`src/rtl/sequential_multiplier.sv`:
```
// Shift-and-add multiplier, signed or unsigned, one iteration per clock.
// Optional macro SEQUENTIAL_MULTIPLIER_EARLY_EXIT_EN stops RUN once the multiplier shift register empties.
module sequential_multiplier #(
  parameter int BITS = 8
) (
  input  logic              i_clock,
  input  logic              i_reset,
  input  logic              i_start,
  input  logic              i_signed,
  input  logic [BITS-1:0]   i_multiplicand,
  input  logic [BITS-1:0]   i_multiplier,
  output logic              o_busy,
  output logic              o_finished,
  output logic [2*BITS-1:0] o_product,
  output logic [1:0]        o_state
);

  localparam int CW = $clog2(BITS + 1);

  typedef enum logic [1:0] {
    S_IDLE = 2'd0,
    S_RUN  = 2'd1,
    S_DONE = 2'd2
  } state_t;

  state_t              r_state;
  logic [BITS-1:0]     r_mcand;
  logic [BITS-1:0]     r_mplier;
  logic [2*BITS-1:0]   r_acc;
  logic [CW-1:0]       r_count;
  logic                r_neg;

  logic [BITS-1:0]     w_mcand_mag;
  logic [BITS-1:0]     w_mplier_mag;
  logic [BITS:0]       w_sum;
  logic [2*BITS-1:0]   w_acc_next;
  logic [2*BITS-1:0]   w_aligned;
  logic [2*BITS-1:0]   w_negated;
  logic                w_last;

  // Magnitude of the most negative value still fits in BITS unsigned bits.
  assign w_mcand_mag  = (i_signed & i_multiplicand[BITS-1]) ? (~i_multiplicand + BITS'(1))
                                                            : i_multiplicand;
  assign w_mplier_mag = (i_signed & i_multiplier[BITS-1]) ? (~i_multiplier + BITS'(1))
                                                          : i_multiplier;

  assign w_sum      = {1'b0, r_acc[2*BITS-1:BITS]} + (r_mplier[0] ? {1'b0, r_mcand} : '0);
  assign w_acc_next = {w_sum, r_acc[BITS-1:1]};

`ifdef SEQUENTIAL_MULTIPLIER_EARLY_EXIT_EN
  // The partial product sits r_count bits too high when RUN ends early.
  assign w_last    = (r_count == CW'(1)) || (r_mplier[BITS-1:1] == '0);
  assign w_aligned = r_acc >> r_count;
`else
  assign w_last    = (r_count == CW'(1));
  assign w_aligned = r_acc;
`endif

  assign w_negated = ~w_aligned + (2*BITS)'(1);
  assign o_state   = r_state;

  always_ff @(posedge i_clock) begin
    if (i_reset) begin
      r_state    <= S_IDLE;
      r_mcand    <= '0;
      r_mplier   <= '0;
      r_acc      <= '0;
      r_count    <= '0;
      r_neg      <= 1'b0;
      o_busy     <= 1'b0;
      o_finished <= 1'b0;
      o_product  <= '0;
    end else begin
      o_finished <= 1'b0;
      case (r_state)
        S_IDLE: begin
          if (i_start) begin
            r_mcand  <= w_mcand_mag;
            r_mplier <= w_mplier_mag;
            r_neg    <= i_signed & (i_multiplicand[BITS-1] ^ i_multiplier[BITS-1]);
            r_count  <= CW'(BITS);
            r_acc    <= '0;
            o_busy   <= 1'b1;
            r_state  <= S_RUN;
          end
        end
        S_RUN: begin
          r_acc    <= w_acc_next;
          r_mplier <= r_mplier >> 1;
          r_count  <= r_count - CW'(1);
          if (w_last) r_state <= S_DONE;
        end
        S_DONE: begin
          // Negating a zero magnitude yields zero, so no -0 can appear.
          o_product  <= r_neg ? w_negated : w_aligned;
          o_busy     <= 1'b0;
          o_finished <= 1'b1;
          r_state    <= S_IDLE;
        end
        default: r_state <= S_IDLE;
      endcase
    end
  end

endmodule

```
`config.mk`:
```
export PLATFORM = sky130hd
export DESIGN_NAME = sequential_multiplier
export DESIGN_NICKNAME = d
export VERILOG_FILES = /design/src/rtl/sequential_multiplier.sv
export SDC_FILE = /design/constraint.sdc
export NUM_CORES = 1
export LEC_CHECK = 0
export ABC_AREA = 1
export BUFFER_PORTS_ARGS = -buffer_cell sky130_fd_sc_hd__buf_4
export CORE_MARGIN = 8
export CORE_UTILIZATION = 40
export DETAILED_ROUTE_END_ITERATION = 10
export PLACE_DENSITY = 0.62
export SLEW_MARGIN = 20
export SYNTH_ARGS = -nofsm -noshare
export SYNTH_HDL_FRONTEND = slang
export SYNTH_SLANG_ARGS = --single-unit
```
`constraint.sdc`:
```
create_clock -name i_clock -period 3 [get_ports i_clock]
set_input_delay 0.45 -clock i_clock [delete_from_list [all_inputs] [get_ports i_clock]]
set_output_delay 0.45 -clock i_clock [all_outputs]
set_load 0.005 [all_outputs]
```
==> results of run 1 <==
==> cells in the mapped netlist (2+ instances only) <==
cell      instances  share of area [%]
nand3b_1          3               0.71
nor2_1           45                5.3
xor2_1            7                1.9
o21ai_0          35                5.5
a21oi_1          37                5.8
inv_1            69                8.2
a22oi_1           2               0.47
inv_2             2               0.24
o32ai_1           6                1.7
buf_2             8                1.3
nand3_1          39                6.2
o22ai_1           2               0.40
a32o_1            2               0.63
nand4_1           5               0.99
clkbuf_1          2               0.24
dfxtp_1          57                 36
o211ai_1          4               0.95
ha_1             13                5.1
nand2_4           2               0.71
a31oi_1           2               0.40
nand2_1         108                 13
==> logic make-up after synthesis <==
| kind of cell | after synthesis | share of synthesized area [%] |
|---|---|---|
| AOI/OAI and AO/OA | 94 | 16.8 |
| xor gates and xnor gates | 7 | 1.94 |
| adders and majority gates | 14 | 5.77 |
| buffers and inverters | 86 | 10.9 |
| DFF | 57 | 36.0 |
| and+or+nand+nor | 208 | 28.5 |
==> layout make-up <==
class                           instances  area [µm²]
Inverter                               73         277
Multi-Input combinational cell        323        1680
Clock inverter                          6        58.8
Tap cell                              102         128
Fill cell                             827        3970
Clock buffer                           10         128
Timing Repair Buffer                   40         300
Sequential cell                        57        1140
==> tightest hold or removal path: stages <==
cell     delay, ns
buf_4         0.07
inv_1         0.06
a21oi_1       0.11
==> state kept, by name, summed over array words and instances, names as in the netlist <==
signal	cells
r_neg	1
o_busy	1
r_count	4
r_mcand	8
o_state	2
r_acc	16
o_finished	1
r_mplier	8
o_product	16
==> per-stage QoR <==
step | instance area, µm² | power [W] | worst slack [ns] | util (%) | instances
floorplan | 3170 | 0.00102 | 1.33 | - | 466
global placement | 3530 | 0.00110 | 1.25 | 45.9 | 595
detailed placement | 3530 | 0.00110 | 1.22 | 45.9 | 595
CTS | 3710 | 0.00179 | 1.25 | 48.3 | 611
global route | 3710 | 0.00186 | 1.11 | 48.3 | 611
finish | 3710 | 0.00178 | 1.26 | 48.3 | 611
==> metal layers <==
| layer | global-route usage [%] | wire length (µm) | up-vias |
|---|---|---|---|
| li1 | - | - | 1595 |
| met1 | 15.8 | 3560 | 1293 |
| met2 | 23.1 | 3280 | 67 |
| met3 | 3.50 | 397 | 8 |
| met4 | 6.83 | 89 | 0 |
| met5 | 0 | 0 | - |
==> report_power, final <==
part	leakage, nW	internal (W)	switching [W]
registers	0.464	0.000801	0.0000346
logic	1.28	0.0000913	0.000158
clock network	0.0998	0.000379	0.000314
==> how the worst min path moves through the flow <==
stage                     cells past startpoint                  endpoint
after global routing                          3   r_mcand[1]$_SDFFE_PP0P_
after detailed placement                      2  r_mplier[5]$_SDFFE_PP0P_
after floorplan                               2  r_mplier[5]$_SDFFE_PP0P_
after CTS                                     3   r_mcand[0]$_SDFFE_PP0P_
final                                         3   r_mcand[0]$_SDFFE_PP0P_
after global placement                        2   r_count[2]$_SDFFE_PP0P_
==> results.toml, run 1 <==
[critical_path]
r2r_cells = 10
endpoint_kind = "flop"
crit_chain = "nand2_1 -> inv_1 -> ha_1 -> fa_1 -> nand4_1 -> nand3_1 -> nand3_1 -> nand2_1 -> nand2_1 -> o21ai_0"
rr_startpoint = "r_mplier[0]$_SDFFE_PP0P_"
setup.worst_path.end = "r_acc[15]$_SDFFE_PP0P_"
crit_top_cell = "nand2_1"
path_max_fanout = 9
max_stage_delay_ns = 0.43
r2r-end = "r_acc[15]$_SDFFE_PP0P_"
cp-startpoint = "r_mplier[0]$_SDFFE_PP0P_"
path_delay_family = "adder cells"
critPathRequiredTime_ns = 3.24
critPathSlowestCell = "fa_1"
regToRegSetupSlack_ns = 1.26
critPathArrivalTime_ns = 1.98
cp.depth = 10
crit_type = "reg -> reg"
crit_buf_inv = 1
start_kind = "flop"

[floorplan]
die_w_um = 105
start_util_pct = 41.2
core-area_um2 = 7690
dieArea_um2 = 11000
io_pins = 40
rows = 32
die_h_um = 105

[route]
first_pass_iters = 5
final_antenna_net_count = 0
wl_per_cell_um = 12.0
totalWireLength_um = 7330
dr_total_vias = 2963
post_drt_via_cell_ratio = 4.85
drcViolationCount = 0
drt-initial-drc-count = 109

[grt]
overflow = 0
grt_pass1_wl_um = 12700
grt_pass1_vias = 2924
antenna_found_initial = 0
grt.total_usage_pct = 13.7
grt_start_max_net_pins = 32

[run_status]
status = "complete, no violations"

[placement]
gp_congestion = 0.816
numPortBuffers = 39
dp_hpwl_um = 5540

[logic_synthesis]
synth_flop_cell = "dfxtp_1"
synthDistinctLibCells = 37
syn_area_um2 = 3170
yosysWarnings = 0
yosysSeqAreaShare_pct = 36.0
synthCells = 466
synth_seq_cells = 57
syn_area_per_cell_um2 = 6.80
synthArstFlopShare_pct = 0
syn-num-nets = 500
synth-edff-count = 0

[worst_hold_path]
hp-start = "i_multiplicand[0]"
holdCritPathClass = "in -> reg"

[sta]
tightest_slew_ns = 0.773
setup_viol = 0
timing.fmax_mhz = 575
relSlewSlack_pct = 48.4
whs_ns = 0.389
rsz0062_at_grt = "false"
finClkSkew_ns = 0.00860
fin_crit_sh_pct = 58.0
tns_ns = 0
period_minus_slack_ns = 1.74
slew_viol_final = 0
hold_viol = 0

[clocking]
hold_buffers = 0
cts.clk_slew.worst_paths_ns = 0.07
clk_path_buf_depth = 2
postCtsSetupRepairBufs = 0
worstSkewPairLatency_ns = 0.35
cts_resized = 0
cts-root-buf = "clkbuf_8"
cts_buffers = 9
cts.sinks = 57
htreeDepth = 3
cts_tree = "yes"

[final_layout]
final_cell_mix = "nand2_1, inv_1, dfxtp_1"
area_delta_synth_final_pct = 17.3
antenna_cells = 0
drive_gt1_share_pct = 13.2
nets = 538
layout_commonest_cell = "nand2_1"

[pwr]
p_leak_nw = 1.84
power_density_nw_per_um2 = 478
peakVddDrop_mv = 0.214

[run]
maxCapViolCount = 0
(Power assumes the default switching activity.)
==> inputs of run 2 (changes only) <==
- PLACE_DENSITY: 0.62 -> 0.64
- clock period: 3 -> 1.6 ns (I/O delays scaled with it)
==> results.toml, run 2 (same netlist as run 1, synthesis figures left out) <==
[critical_path]
endpoint_kind = "flop"
critPathRequiredTime_ns = 1.86
cp.depth = 8
crit_buf_inv = 2
start_kind = "flop"
crit_top_cell = "a21oi_1"
crit_type = "reg -> reg"
path_delay_family = "adder cells"
rr_startpoint = "r_mplier[0]$_SDFFE_PP0P_"
cp-startpoint = "r_mplier[0]$_SDFFE_PP0P_"
critPathSlowestCell = "fa_2"
path_max_fanout = 6
critPathArrivalTime_ns = 1.79
r2r_cells = 8
max_stage_delay_ns = 0.37
regToRegSetupSlack_ns = 0.07
crit_chain = "nand2_2 -> inv_2 -> ha_4 -> fa_2 -> buf_4 -> a21oi_1 -> o21ai_0 -> a21oi_1"
r2r-end = "r_acc[9]$_SDFFE_PP0P_"
setup.worst_path.end = "r_acc[9]$_SDFFE_PP0P_"

[run_status]
status = "complete, no violations"

[clocking]
worstSkewPairLatency_ns = 0.33
cts-root-buf = "clkbuf_8"
cts.clk_slew.worst_paths_ns = 0.06
htreeDepth = 3
clk_path_buf_depth = 2
cts_buffers = 9
cts_tree = "yes"
cts.sinks = 57
hold_buffers = 0

[route]
wl_per_cell_um = 12.4
totalWireLength_um = 7730
drcViolationCount = 0
post_drt_via_cell_ratio = 4.84
final_antenna_net_count = 0
dr_total_vias = 3028
drt-initial-drc-count = 136
first_pass_iters = 4

[final_layout]
layout_commonest_cell = "nand2_1"
register_area_um2 = 1140
area_delta_synth_final_pct = 26.0
final_cell_mix = "nand2_1, inv_1, dfxtp_1"
nets = 553
drive_gt1_share_pct = 20.3
top_regs = "o_product: 16 flops, r_acc: 16 flops"
antenna_cells = 0
fill_cells = 780
fin_cells = 625
multi_input_area_um2 = 1790

[pwr]
netSwitchingFraction_pct = 25.7
peakVddDrop_mv = 0.337
power.switching_w = 0.000935
power_density_nw_per_um2 = 911
combPwrFrac_pct = 14.5
power_w = 0.00363
p_int_w = 0.00270
p_leak_nw = 1.92
clkPwrFrac_pct = 42.7
seq_power_share_pct = 42.8

[grt]
grt.total_usage_pct = 13.7
grt_pass1_wl_um = 12600
grt_start_max_net_pins = 31
overflow = 0
grt_pass1_vias = 2877
antenna_found_initial = 0

[sta]
rsz0062_at_grt = "true"
tightest_slew_ns = 0.342
relSlewSlack_pct = 77.2
hold_viol = 0
fin_crit_sh_pct = 95.7
timing.fmax_mhz = 653
period_minus_slack_ns = 1.53
finClkSkew_ns = 0.00637
slew_viol_final = 0
setup_viol = 0

[placement]
dp_hpwl_um = 5590
gp_congestion = 0.832
numPortBuffers = 39
post-place-cells = 605

[floorplan]
start_util_pct = 41.2
core-area_um2 = 7690
die_w_um = 105
io_pins = 40
rows = 32
die_h_um = 105
dieArea_um2 = 11000

[worst_hold_path]
holdCritPathClass = "in -> reg"

[run]
maxCapViolCount = 0
run 2: changes by cell type in the layout (fill, tap and decap cells not counted), moves of 4 or more:
cell	previous run	this run
inv_2	2	7
ha_1	13	7
inv_1	69	64
clkinv_2	4	0
nand3_2	1	6
ha_4	0	4
nand3_1	39	34
buf_4	40	54
run 2: worst register-to-register path, cell delays in order (launching register included):
cell,delay (ns)
dfxtp_4,0.36
nand2_2,0.06
inv_2,0.04
ha_4,0.15
fa_2,0.37
buf_4,0.16
a21oi_1,0.11
o21ai_0,0.10
a21oi_1,0.12
run 2: how the worst min path moves through the flow:
stage                                        start                  endpoint  slack (ns)  cells after the start
after floorplan                  i_multiplicand[1]   r_mcand[1]$_SDFFE_PP0P_        0.38                      2
after detailed placement  r_mplier[7]$_SDFFE_PP0P_  r_mplier[7]$_SDFFE_PP0P_        0.46                      2
after CTS                                  i_reset  r_mplier[4]$_SDFFE_PP0P_        0.15                      2
after global routing                       i_reset  r_mplier[6]$_SDFFE_PP0P_        0.16                      2
after global placement     r_count[2]$_SDFFE_PP0P_   r_count[2]$_SDFFE_PP0P_        0.45                      2
final                                      i_reset  r_mplier[7]$_SDFFE_PP0P_        0.16                      2
run 2: power groups by stage:
stage               clock (W)  combinational, W  sequential (W)
floorplan                   0          0.000349         0.00157
global placement            0          0.000491         0.00158
detailed placement          0          0.000499         0.00158
CTS                   0.00158          0.000511         0.00155
global route          0.00165          0.000594         0.00157
finish                0.00155          0.000528         0.00156
run 2: layer usage:
layer,wire [µm],track usage [%],vias to the layer above
li1,-,-,1622
met3,406,4.48,11
met5,0,0,-
met4,148,6.12,0
met1,3670,15.9,1332
met2,3510,22.4,63
run 2: what timing repair did:
item / CTS / global route
gates resized for setup: 5 / 23
setup endpoints to repair: 3 / 11
setup buffers: 3 / 2
pin swaps: 2 / 3
run 2: final cells by class:
cell class / count / area share (%)
multi-input cells: 323 / 44.8
clock buffers: 13 / 4.23
clock inverters: 2 / 1.51
flip-flops and latches: 57 / 28.7
well taps: 102 / 3.20
inverters: 73 / 6.93
repair buffers: 55 / 10.7
run 2: stage by stage:
stage	setup TNS [ns]	instance area, µm²	utilization, %	hold WS, ns	setup slack, ns
after global placement	-0.0134	3620	47.1	0.451	-0.0134
after global routing	-0.0777	3990	51.9	0.164	-0.0491
after detailed placement	-0.130	3620	47.1	0.460	-0.0588
final	0	3990	51.9	0.164	0.0682
after floorplan	0	3170	-	0.382	0.0146
after CTS	0	3880	50.5	0.152	0.00124
